$ cat src/rtl/chargen.sv
// Rotating-pattern character generator (RFC 864 chargen) that writes straight into
// a FIFO through its active-low write strobe and stalls on the FIFO's full flag.
module chargen #(
    parameter int unsigned LINE_LEN   = 72,
    parameter int unsigned LINES      = 0,
    parameter logic [7:0]  FIRST_CHAR = 8'h20,
    parameter logic [7:0]  LAST_CHAR  = 8'h7E
) (
    input  logic        clk,
    input  logic        rst,
    input  logic        n_run,
    input  logic        n_full,
    output logic [7:0]  port_out,
    output logic        n_wr,
    output logic        n_done,
    output logic [15:0] line_cnt
);

    typedef enum logic [2:0] {IDLE, CHAR, CR, LF, DONE} state_t;

    localparam logic [6:0]  LAST_COL = 7'(LINE_LEN - 1);
    localparam logic [15:0] LINES_16 = 16'(LINES);

    state_t     state;
    logic [7:0] cur;
    logic [7:0] start;
    logic [6:0] col;
    logic       wr;

    function automatic logic [7:0] wrap_inc(input logic [7:0] c);
        return (c == LAST_CHAR) ? FIRST_CHAR : c + 8'd1;
    endfunction

    // The strobe follows n_run/n_full in the same cycle so a full FIFO is never written.
    assign wr   = ((state == CHAR) || (state == CR) || (state == LF)) && !n_run && n_full;
    assign n_wr = ~wr;

    always_comb begin
        // NOTE: port_out gets a value before the case so every path assigns it and no latch is inferred.
        port_out = cur;
        case (state)
            CR:      port_out = 8'h0D;
            LF:      port_out = 8'h0A;
            default: port_out = cur;
        endcase
    end

    always_ff @(posedge clk or posedge rst) begin
        if (rst) begin
            state    <= IDLE;
            cur      <= FIRST_CHAR;
            start    <= FIRST_CHAR;
            col      <= '0;
            line_cnt <= '0;
            n_done   <= 1'b1;
        end else begin
            // NOTE: non-blocking assignments, so every branch below reads pre-edge register values.
            case (state)
                IDLE: if (!n_run) state <= CHAR;
                CHAR: if (wr) begin
                    cur <= wrap_inc(cur);
                    if (col == LAST_COL) begin
                        col   <= '0;
                        state <= CR;
                    end else begin
                        col <= col + 7'd1;
                    end
                end
                CR: if (wr) state <= LF;
                LF: if (wr) begin
                    line_cnt <= line_cnt + 16'd1;
                    start    <= wrap_inc(start);
                    cur      <= wrap_inc(start);
                    if ((LINES_16 != 16'd0) && (line_cnt + 16'd1 == LINES_16)) begin
                        state  <= DONE;
                        n_done <= 1'b0;
                    end else begin
                        state <= CHAR;
                    end
                end
                default: ;
            endcase
        end
    end

endmodule

$ cat config.mk
export PLATFORM = sky130hd
export DESIGN_NAME = chargen
export DESIGN_NICKNAME = d
export VERILOG_FILES = /design/src/rtl/chargen.sv
export SDC_FILE = /design/constraint.sdc
export NUM_CORES = 1
export LEC_CHECK = 0
export BUFFER_PORTS_ARGS = -buffer_cell sky130_fd_sc_hd__buf_2
export CELL_PAD_IN_SITES_DETAIL_PLACEMENT = 1
export CELL_PAD_IN_SITES_GLOBAL_PLACEMENT = 2
export CORE_MARGIN = 1
export CORE_UTILIZATION = 36
export CTS_CLUSTER_SIZE = 28
export DETAILED_ROUTE_END_ITERATION = 7
export HOLD_SLACK_MARGIN = 0.03
export PLACE_DENSITY_LB_ADDON = 0.15
export SYNTH_ARGS = -nofsm -noshare
export SYNTH_HDL_FRONTEND = slang
export SYNTH_SLANG_ARGS = --single-unit
$ cat constraint.sdc
create_clock -name clk -period 2.4 [get_ports clk]
set_input_delay 0.24 -clock clk [delete_from_list [all_inputs] [get_ports clk]]
set_output_delay 0.24 -clock clk [all_outputs]
set_load 0.02 [all_outputs]
# Word-level counts from Yosys, hierarchy flattened
# Index checks and enable logic that the tools add are counted.
[op_classes] addsub=4 reduce_logical=12 n_mux=13 bitwise=1 eq_ne=11
[ops] operator="$mux W8" count=4
[ops] operator="$pmux W8 S2" count=2
[ops] operator="$add A16 B1 Y16 const B" count=1
[ops] operator="$add A8 B1 Y8 const B" count=2
[ops] operator="$eq A8 B7 Y1 const B" count=2
[ops] operator="$mux W3" count=5
[ops] operator="$pmux W3 S4" count=1
[ops] operator="$ne A2 B2 Y1 const B" count=4
[ops] operator="$add A7 B1 Y7 const B" count=1
[ops] operator="$eq A7 B7 Y1 const B" count=1
[ops] operator="$mux W7" count=1
[ops] operator="$eq A3 B2 Y1 const B" count=2
[ops] operator="$reduce_and A6 Y1" count=1
[ops] operator="$reduce_and A2 Y1" count=2
[ops] operator="$reduce_bool A4 Y1" count=1
[ops] operator="$eq A3 B1 Y1 const B" count=1
[ops] operator="$logic_not A3 Y1" count=1
[ops] operator="$reduce_and A3 Y1" count=1
[ops] operator="$logic_and A1 B1 Y1" count=2
[ops] operator="$logic_or A1 B1 Y1" count=2
[ops] operator="$ne A2 B1 Y1 const B" count=1
[ops] operator="$reduce_bool A2 Y1" count=1
[ops] operator="$logic_not A1 Y1" count=1
[ops] operator="$not A1 Y1" count=1
[word_totals] word_cells=46 out_inout_bits=26 register_bits=42 in_bits=4

# Longest topological paths before layout
[logic_depth] ltp_word=7 mapped_depth=8 mapped_depth_nobuf=6

# Least setup slack after synthesis
# No wires, ideal clock.
[synth_path] kind="register -> register" start="register state[1]" end="register cur[7]" setup_time_ns=0.087 path_slack_ns=0.626 stages_incl_launch_ff=7 arrival_time_ns=1.687 required_ns=2.313 n_path_buf=0 synth_period_minus_slack_ns=1.774 path_cell_list="dfrtp_1 > inv_1 > ha_1 > nor3b_2 > nand3b_1 > or4_1 > o211ai_1"
[synth_between] elab_chain_len=7 elab_cells_between_ends=12 cone_classes="eq/ne (5); mux (1); reduce/logical (6)"
[synth_rtl] element="start: declaration" line="24" rtl="state_t state;"
[synth_rtl] element="start signal: assignment" line="50" rtl="state <= IDLE;"
[synth_rtl] element="start signal: assignment" line="59" rtl="IDLE: if (!n_run) state <= CHAR;"
[synth_rtl] element="start signal: assignment" line="64" rtl="state <= CR;"
[synth_rtl] element="$eq A3 B1 Y1 or $eq A3 B2 Y1 (tied branches)" line="35, 58"
[synth_rtl] element="$logic_or A1 B1 Y1 (2 in a row)" line="35" rtl="assign wr = ((state == CHAR) || (state == CR) || (state == LF)) && !n_run && n_full;"
[synth_rtl] element="$logic_and A1 B1 Y1 (2 in a row)" line="35"
[synth_rtl] element="$ne A2 B2 Y1 (no line)"
[synth_rtl] element="$reduce_and A3 Y1 (no line)"
[synth_rtl] element="end signal: assignment" line="61" rtl="cur <= wrap_inc(cur);"
[synth_rtl] element="end signal: assignment" line="73" rtl="cur <= wrap_inc(start);"
[synth_rtl] element="end: declaration" line="25" rtl="logic [7:0] cur;"
# Parallel ways exist; a longest one is shown, timed or not.
# A chain may end at the register's enable or synchronous reset.

# Worst setup path in the final report
[layout_path] start="register state[1]" end="output port port_out[5]"
[layout_between] elab_chain_len=2 elab_cells_between_ends=3 cone_classes="eq/ne (2); mux (1)"
[layout_rtl] element="$eq A3 B2 Y1" line="41" rtl="case (state)"
[layout_rtl] element="$pmux W8 S2 *" line="41"
[layout_rtl] element="end: declaration" line="13" rtl="output logic [7:0] port_out,"
# Every way passes the cells marked *; elsewhere a longest branch is shown, timed or not.

==> results.cfg <==
[outcome]
status = finished with violations
violations = DRC

[logic_synthesis]
async_flop_share_pct = 100.0
synth_compound_area_share_pct = 13.94
syn_area_per_cell_um2 = 9.617
synth_xor_area_share_pct = 6.866
ys_types = 59
synth_top_flop_cell = dfrtp_1
yosysWarnings = 1
synth_top_area_share_pct = 40.27
synth_edf_count = 0
synth_area_um2 = 2424
syn_nets = 267
synth_adder_area_share_pct = 5.679
synth_mux_area_share_pct = 2.685
ys_seq_area_share_pct = 42.44
syn-instance-count = 252
synthSimpleGateAreaFrac_pct = 23.64
synth_seq_cells = 41
yosysTopAreaCell = dfrtp_1
synth_area_leaders = dfrtp_1, ha_1, xnor2_1
synth_top_family_by_area = simple AND/OR/NAND/NOR gates

[detailed_routing]
drc = 3
num_vias = 1939
first_pass_iters = 6
wire_per_inst_um = 16.21
routed_wl_mm = 5.803
drt_iter0_markers = 65
antenna_left = 0
viasPerCell = 5.416

[sta]
period_share_pct = 87.78
period_needed_ns = 2.107
fin_hold_ws_ns = 0.06814
setup_viol = 0
worst_slew_pin_slew_ns = 0.9165
finalMaxSlewViolations = 0
postLayoutSetupSlackWorst_ns = 0.2934
slew-limit-headroom_pct = 38.49
final.setup_skew_ns = 0.007741
rsz0062_at_grt = false
fmax_ghz = 0.4747
setup_tns_ns = 0
hold_viol_final = 0

[cts]
cts_tree = yes
path_clk_slew_ns = 0.08
post_cts_resized = 0
ctsHoldBuffers = 0
postCtsSetupBuffers = 0
numClockSinks = 41
cts_buffers = 5
htreeDepth = 2
clk_path_buf_depth = 2
cts_root_buf = clkbuf_8
clock_latency_ns = 0.29

[global_routing]
grt_pass1_wl_mm = 9.998
antenna_found_initial = 0
grt_pass1_vias = 1941
grt_overflow_total = 0
grt_max_degree = 42
gr-usage-all-layers_pct = 17.96

[power]
pwr-share-comb_pct = 21.0
internal-power_mw = 1.296
swShare_pct = 31.56
p_sw_uw = 597.6
power_density_nw_per_um2 = 685.3
p_leak_nw = 1.241
vdd_drop_max_v = 0.0003160
p_clk_share_pct = 31.2
p_total_mw = 1.893
seqPwrFrac_pct = 47.8

[die]
rows = 29
chipWidth_um = 84.05
die_h_um = 84.05
die-area_um2 = 7064
pin_count = 30
core-area_um2 = 6422
start_util_pct = 37.74

[layout]
final_util_pct = 43.02
final_common_cell = dfrtp_1
nets = 295
drive_above_1_share_pct = 18.15
fillers = 761
diodes = 0
area_growth_pct = 13.99
final_cell_mix = dfrtp_1, buf_2, nand2_1

[critical_path]
r2r-end = cur[7]$_DFFE_PP0P_
path_buf_inv = 3
crit_cells = 6
cp.required_ns = 2.16
slowest_stage = dfrtp_1
r2r_cells = 6
reg2reg_slack_ns = 0.32
cp-start-kind = flip-flop
setup.worst_path.end_class = output pin
r2r-start = state[1]$_DFFE_PP0P_
cp_top_family = buffers and inverters
crit_top_cell = buf_4
crit_fanout = 10
crit_type = reg2out
worstPathArrival_ns = 1.87
crit_chain = ha_1 > buf_4 > nor2_1 > buf_4 > and2_1 > buf_2
critical_path.max_stage_delay_ns = 0.45

[hold_path]
hp-class = in2async

[place]
pre_cts_ws_ns = 0.2925
port_buffers = 28
place.gp.congestion = 0.7464
hpwl_mm = 4.311

[run]
drv_cap = 0
## how the worst max path moves through the flow
stage	from	slack, ns	to
floorplan	state[1]$_DFFE_PP0P_	0.63	cur[7]$_DFFE_PP0P_
global placement	state[1]$_DFFE_PP0P_	0.35	line_cnt[15]$_DFFE_PP0P_
detailed placement	state[1]$_DFFE_PP0P_	0.29	line_cnt[13]$_DFFE_PP0P_
CTS	state[1]$_DFFE_PP0P_	0.25	port_out[5]
global route	state[1]$_DFFE_PP0P_	0.12	cur[1]$_DFFE_PP0P_
finish	state[1]$_DFFE_PP0P_	0.29	port_out[5]
## stage by stage
step | area [um^2] | std cells
after floorplan | 2424 | 252
after global placement | 2643 | 350
after detailed placement | 2643 | 350
after CTS | 2763 | 358
after global routing | 2763 | 358
final | 2763 | 358
## power groups by stage
stage / logic (mW) / clock network [mW] / registers [mW]
2_1_floorplan: 0.309 / 0 / 0.873
3_3_place_gp: 0.397 / 0 / 0.919
3_5_place_dp: 0.402 / 0 / 0.919
4_1_cts: 0.405 / 0.620 / 0.906
5_1_grt: 0.447 / 0.640 / 0.927
6_report: 0.398 / 0.591 / 0.905
## routing by layer
layer	up-vias	wire, um	GRT usage (%)
met5	-	0	0
met1	949	3050	26.39
met4	0	53	6.583
li1	960	-	-
met2	25	2553	26.53
met3	5	145	2.770
## cell usage after synthesis, drive strengths merged (4+ instances only)
cell type / number
mux2: 4
xor2: 5
nand4: 6
nand2: 26
buf: 9
a21oi: 7
and2: 4
inv: 13
a31oi: 5
clkbuf: 4
dfrtp: 39
nor3: 6
nor2: 12
and3: 4
xnor2: 14
o21ai: 12
ha: 11
o31ai: 4
nand3: 17
## logic make-up after synthesis
family | Yosys count
multiplexers | 6
other | 1
AO/OA/AOI/OAI | 49
XOR/XNOR | 19
flip-flops | 41
buffers and inverters | 26
AND/OR/NAND/NOR | 99
adder cells (fa/ha/maj) | 11
## flip-flops by register name (all words and copies together) (netlist names)
register	count
col	7
state	2
line_cnt	16
cur	8
start	8
## worst register-to-register path: stages (launching register included)
cell      delay [ns]
dfrtp_1         0.45
inv_1           0.12
ha_1            0.24
nor3b_2         0.32
nand3b_1        0.23
or4_1           0.55
o211ai_1        0.11
## layout make-up
class | count | area, um^2 | area share (%)
clock buffers | 6 | 82.58 | 2.989
repair buffers | 34 | 185.2 | 6.703
multi-input cells | 185 | 1284 | 46.47
clock inverters | 2 | 37.54 | 1.359
flip-flops and latches | 41 | 1028 | 37.23
well taps | 77 | 96.34 | 3.487
inverters | 13 | 48.80 | 1.766
No activity file was read; power rests on OpenSTA's default activity.
